--- src/rtl/freq_meter_pkg.sv ---
// rtl/freq_meter_pkg.sv - shared types and sizing helpers for the frequency meter
//
// Contents:
//   state_t     measurement FSM states
//   CNT_W_DEF   default edge counter / result width
//   gate_cnt_w  width needed for a gate counter spanning 0..gate_cycles-1
`timescale 1ns/1ps
package freq_meter_pkg;

  typedef enum logic [1:0] {
    IDLE = 2'd0,
    ARM  = 2'd1,
    GATE = 2'd2,
    DONE = 2'd3
  } state_t;

  localparam int CNT_W_DEF = 32;

  // A one-cycle gate still needs a 1-bit counter.
  function automatic int gate_cnt_w(input int gate_cycles);
    return (gate_cycles > 1) ? $clog2(gate_cycles) : 1;
  endfunction

endpackage

--- src/rtl/freq_meter_sync_edge_det.sv ---
// rtl/freq_meter_sync_edge_det.sv - input synchronizer with rising-edge detect
//
// Ports:
//   CLK       system clock
//   RST       asynchronous active-high reset
//   sig_in    asynchronous input
//   sig_s     sig_in after SYNC_STAGES flip-flops
//   sig_rise  one-cycle pulse on a synchronized rising edge (sig_s & ~sig_d)
`timescale 1ns/1ps
module sync_edge_det #(
  parameter int SYNC_STAGES = 2
) (
  input  logic CLK,
  input  logic RST,
  input  logic sig_in,
  output logic sig_s,
  output logic sig_rise
);

  logic [SYNC_STAGES-1:0] sync_q;
  logic                   sig_d;

  always_ff @(posedge CLK or posedge RST) begin
    if (RST) begin
      sync_q <= '0;
      sig_d  <= 1'b0;
    end else begin
      sync_q <= {sync_q[SYNC_STAGES-2:0], sig_in};
      sig_d  <= sync_q[SYNC_STAGES-1];
    end
  end

  assign sig_s    = sync_q[SYNC_STAGES-1];
  assign sig_rise = sig_s & ~sig_d;

endmodule

--- src/rtl/freq_meter.sv ---
// rtl/freq_meter.sv - gated rising-edge counter reporting input frequency
//
// Ports:
//   CLK     system clock (50 MHz)
//   RST     asynchronous active-high reset
//   sig_in  signal to measure, asynchronous to CLK
//   start   one-cycle request to begin a measurement (taken in IDLE only)
//   cont    re-arm automatically after each result (sampled in DONE)
//   busy    high in ARM, GATE and DONE
//   freq    last completed edge count, held until the next result
//   valid   one-cycle pulse when freq/ovf are updated
//   ovf     last result saturated
`timescale 1ns/1ps
module freq_meter
  import freq_meter_pkg::*;
#(
  parameter int GATE_CYCLES = 50_000_000,
  parameter int CNT_W       = CNT_W_DEF,
  parameter int SYNC_STAGES = 2
) (
  input  logic             CLK,
  input  logic             RST,
  input  logic             sig_in,
  input  logic             start,
  input  logic             cont,
  output logic             busy,
  output logic [CNT_W-1:0] freq,
  output logic             valid,
  output logic             ovf
);

  localparam int GW = gate_cnt_w(GATE_CYCLES);

  state_t           state, state_nx;
  logic [GW-1:0]    gate_cnt;
  logic [CNT_W-1:0] edge_cnt;
  logic             sat;
  logic             rise;
  logic             gate_last;

  sync_edge_det #(.SYNC_STAGES(SYNC_STAGES)) u_sync (
    .CLK      (CLK),
    .RST      (RST),
    .sig_in   (sig_in),
    .sig_s    (),
    .sig_rise (rise)
  );

  assign gate_last = (gate_cnt == GW'(GATE_CYCLES - 1));

  always_ff @(posedge CLK or posedge RST) begin
    if (RST) state <= IDLE;
    else     state <= state_nx;
  end

  always_comb begin
    state_nx = state;
    busy     = 1'b1;
    case (state)
      IDLE: begin
        busy = 1'b0;
        if (start) state_nx = ARM;
      end
      ARM:     state_nx = GATE;
      GATE:    if (gate_last) state_nx = DONE;
      DONE:    state_nx = cont ? ARM : IDLE;
      default: state_nx = IDLE;
    endcase
  end

  // Edges are counted in every GATE cycle; an edge arriving once the
  // counter is full only records the saturation, it never wraps.
  always_ff @(posedge CLK or posedge RST) begin
    if (RST) begin
      gate_cnt <= '0;
      edge_cnt <= '0;
      sat      <= 1'b0;
    end else if (state == ARM) begin
      gate_cnt <= '0;
      edge_cnt <= '0;
      sat      <= 1'b0;
    end else if (state == GATE) begin
      gate_cnt <= gate_cnt + 1'b1;
      if (rise) begin
        if (&edge_cnt) sat      <= 1'b1;
        else           edge_cnt <= edge_cnt + 1'b1;
      end
    end
  end

  // Result registers load on the DONE cycle; valid is registered alongside
  // so it is high exactly while the new freq/ovf are first visible.
  always_ff @(posedge CLK or posedge RST) begin
    if (RST) begin
      freq  <= '0;
      ovf   <= 1'b0;
      valid <= 1'b0;
    end else begin
      valid <= (state == DONE);
      if (state == DONE) begin
        freq <= edge_cnt;
        ovf  <= sat;
      end
    end
  end

endmodule

--- config.mk ---
export PLATFORM = sky130hd
export DESIGN_NAME = freq_meter
export DESIGN_NICKNAME = d
export VERILOG_FILES = /design/src/rtl/freq_meter_pkg.sv /design/src/rtl/freq_meter_sync_edge_det.sv /design/src/rtl/freq_meter.sv
export SDC_FILE = /design/constraint.sdc
export NUM_CORES = 1
export LEC_CHECK = 0
export BUFFER_PORTS_ARGS = -buffer_cell sky130_fd_sc_hd__buf_2
export CAP_MARGIN = 10
export CORE_MARGIN = 2
export CORE_UTILIZATION = 50
export CTS_BUF_LIST = sky130_fd_sc_hd__clkbuf_8
export CTS_CLUSTER_DIAMETER = 30
export DETAILED_ROUTE_END_ITERATION = 10
export GPL_ROUTABILITY_DRIVEN = 0
export PLACE_DENSITY = 0.7
export SYNTH_ARGS = -nofsm -noshare
export SYNTH_HDL_FRONTEND = slang
export SYNTH_HIERARCHICAL = 1
export SYNTH_SLANG_ARGS = --single-unit
--- constraint.sdc ---
create_clock -name CLK -period 5.4 [get_ports CLK]
set_input_delay 0.54 -clock CLK [delete_from_list [all_inputs] [get_ports CLK]]
set_output_delay 0.54 -clock CLK [all_outputs]
set_load 0.005 [all_outputs]
==> results.json <==
{
  "async_flop_share_pct": 100.0,
  "nFillCells": 892,
  "yosysWarnings": 6,
  "groute.usage.overall_pct": 21.45,
  "htreeDepth": 3,
  "holdWs_ns": 0.02696,
  "end_kind": "register",
  "path_cells": "inv_1 > ha_1 > nand4_1 > nor2_1 > nand3_1 > or4_1 > nand2_1",
  "slew_headroom_pct": 33.55,
  "synthToLayoutAreaGrowth_pct": 9.438,
  "antenna_found_initial": 0,
  "ir_drop_mv": 0.1923,
  "yosysTopAreaCell": "dfrtp_1",
  "wire_per_inst_um": 16.72,
  "ys.flop_type": "dfrtp_1",
  "post_cts_buffers": 0,
  "grt_max_degree": 60,
  "nNetsFinal": 505,
  "cts_tree": "yes",
  "max_freq_mhz": 329.5,
  "clk_latency_ns": 0.38,
  "tns_ns": 0,
  "worstPathMaxFanout": 20,
  "clock-root-buffer": "clkbuf_8",
  "clock_sinks": 98,
  "status": "complete, no violations",
  "hpwl_um": 7155,
  "setup_violations": 0,
  "cts-resized-gates": 0,
  "grt_pass1_wl_um": 17730,
  "cp_data_required_time_ns": 5.71,
  "drv_slew": 0,
  "worst_pin_slew_ns": 0.9956,
  "finalCriticalPeriod_ns": 3.035,
  "core-area_um2": 9639,
  "insertedDiodeCount": 0,
  "cts_hold_buf": 0,
  "start_util_pct": 50.61,
  "netlist_top_cells_count": "dfrtp_1 (98), nand2_1 (42), nor2_1 (35), mux2_2 (33), nand3_1 (24)",
  "placed_cell_area_um2": 5157,
  "synth.area.top_cells": "dfrtp_1 (50%), mux2_2 (7.6%), nand2_1 (3.2%)",
  "drt_iter0_markers": 267,
  "drive_gt1_share_pct": 21.69,
  "drv_cap": 0,
  "hold_violations": 0,
  "synth-edff-count": 0,
  "leakagePower_nw": 2.537,
  "cpPeakStageDelay_ns": 0.78,
  "final-seq-area_um2": 2452,
  "syn_area_um2": 4878,
  "vias": 3724,
  "rows": 36,
  "powerDensity_nw_per_um2": 354.0,
  "synth_top_area_share_pct": 50.27,
  "synth_fp_nets": 475,
  "numCtsBuffers": 9,
  "worst-setup-path-type": "reg -> reg",
  "critPathSlowestCell": "ha_1",
  "port_buffers": 39,
  "die_y_um": 102.8,
  "critPathArrivalTime_ns": 3.35,
  "rsz0062_at_grt": "false",
  "fin_area_um2": 5339,
  "die_x_um": 102.8,
  "finalCritPeriodShare_pct": 56.20,
  "synth_seq_cells": 98,
  "die-area_um2": 10560,
  "synthCells": 463,
  "start_kind": "register",
  "synth.distinct_cells": 58,
  "ant_nets": 0,
  "seq_area_frac_synth_pct": 50.27,
  "io_pins": 40,
  "path_clk_slew_ns": 0.09,
  "grt-ovfl-total": 0,
  "wl_um": 10550,
  "syn_avg_cell_area_um2": 10.54,
  "skew_ns": 0.01114,
  "dpl.cell_count": 615,
  "total_power_w": 0.001890,
  "first_pass_iters": 4,
  "drc": 0,
  "hold_path_class": "in -> async",
  "final_cells": 631,
  "cts_max_path_buffers": 2,
  "multi_input_area_um2": 2267,
  "routed_via_density": 5.902,
  "synth.most_common_cell": "dfrtp_1",
  "grt_pass1_vias": 3643
}
cells by family after synthesis:
family	synth area share, %
AOI/OAI and AO/OA	10.44
xor gates and xnor gates	3.411
adders and majority gates	1.795
buffers and inverters	3.257
DFF	50.27
muxes	9.464
and+or+nand+nor	21.36
placed cells by master (no fill, tap or decap), types with 3 or more instances in the layout:
master	count
or4_1	6
mux2i_1	9
a211o_1	4
o31ai_1	4
nand4_1	23
o21ai_0	6
buf_4	3
and4_1	4
dfrtp_1	98
nor2_1	35
o311ai_0	6
nand2_1	42
clkinv_2	3
a22o_1	3
xor2_1	17
and3_1	10
or2_2	7
nand3_1	24
buf_2	39
a211oi_1	3
nor4_1	9
mux2_2	33
inv_1	14
o211ai_1	9
and2_1	3
a21oi_1	7
a311o_1	3
clkbuf_8	11
nor3_1	10
or3_1	10
ha_1	7
metrics by stage:
stage               utilization, %  worst slack [ns]
global placement             53.50             2.586
finish                       55.39             2.365
floorplan                        -             2.383
global route                 55.39             2.114
detailed placement           53.50             2.443
CTS                          55.39             2.372
cell type report:
cell class | count | share of cell area, %
sequential | 98 | 45.93
clock inverter | 5 | 0.5625
tap | 133 | 3.117
multi-input combinational | 328 | 42.47
inverter | 14 | 1.008
clock buffer | 11 | 2.836
timing repair buffer | 42 | 4.078
layer usage:
layer	up-vias	part of all wire, %	global-route usage [%]
li1	1775	-	-
met1	1863	47	29.35
met2	76	47	34.44
met3	10	4.2	4.407
met4	0	1.3	7.085
met5	-	0	0
registers in the layout (all words and copies together), names as in the netlist:
signal         count
edge_cnt          32
freq              32
gate_cnt          26
state              2
u_sync/sync_q      2
ovf                1
sat                1
u_sync/sig_d       1
valid              1
report_power, final:
group / internal [W] / switching, W / leakage (nW)
registers: 0.000785 / 0.0000540 / 1.34
clock network: 0.000190 / 0.000253 / 0.0965
logic: 0.000192 / 0.000415 / 1.10
total: 0.00117 / 0.000723 / 2.54
final timing paths:
check | from | to | slack (ns) | cells past startpoint
hold reg to reg | u_sync/sync_q[0] | u_sync/sync_q[1] | 0.36 | 0
setup reg to reg | state[0] | gate_cnt[25] | 2.37 | 7
hold / removal | RST | u_sync/sig_d | 0.03 | 2
min in group CLK | sig_in | u_sync/sync_q[0] | 0.27 | 1
setup / recovery | state[0] | gate_cnt[25] | 2.37 | 7
max in group asynchronous | RST | gate_cnt[12] | 3.99 | 3
critical path, delay by kind of cell, from the launching register on:
kind                       cells  cell delay (ns)
and+or+nand+nor                5             1.68
adders and majority gates      1             0.78
DFF                            1             0.41
buffers and inverters          1             0.12
(Power assumes the default switching activity.)
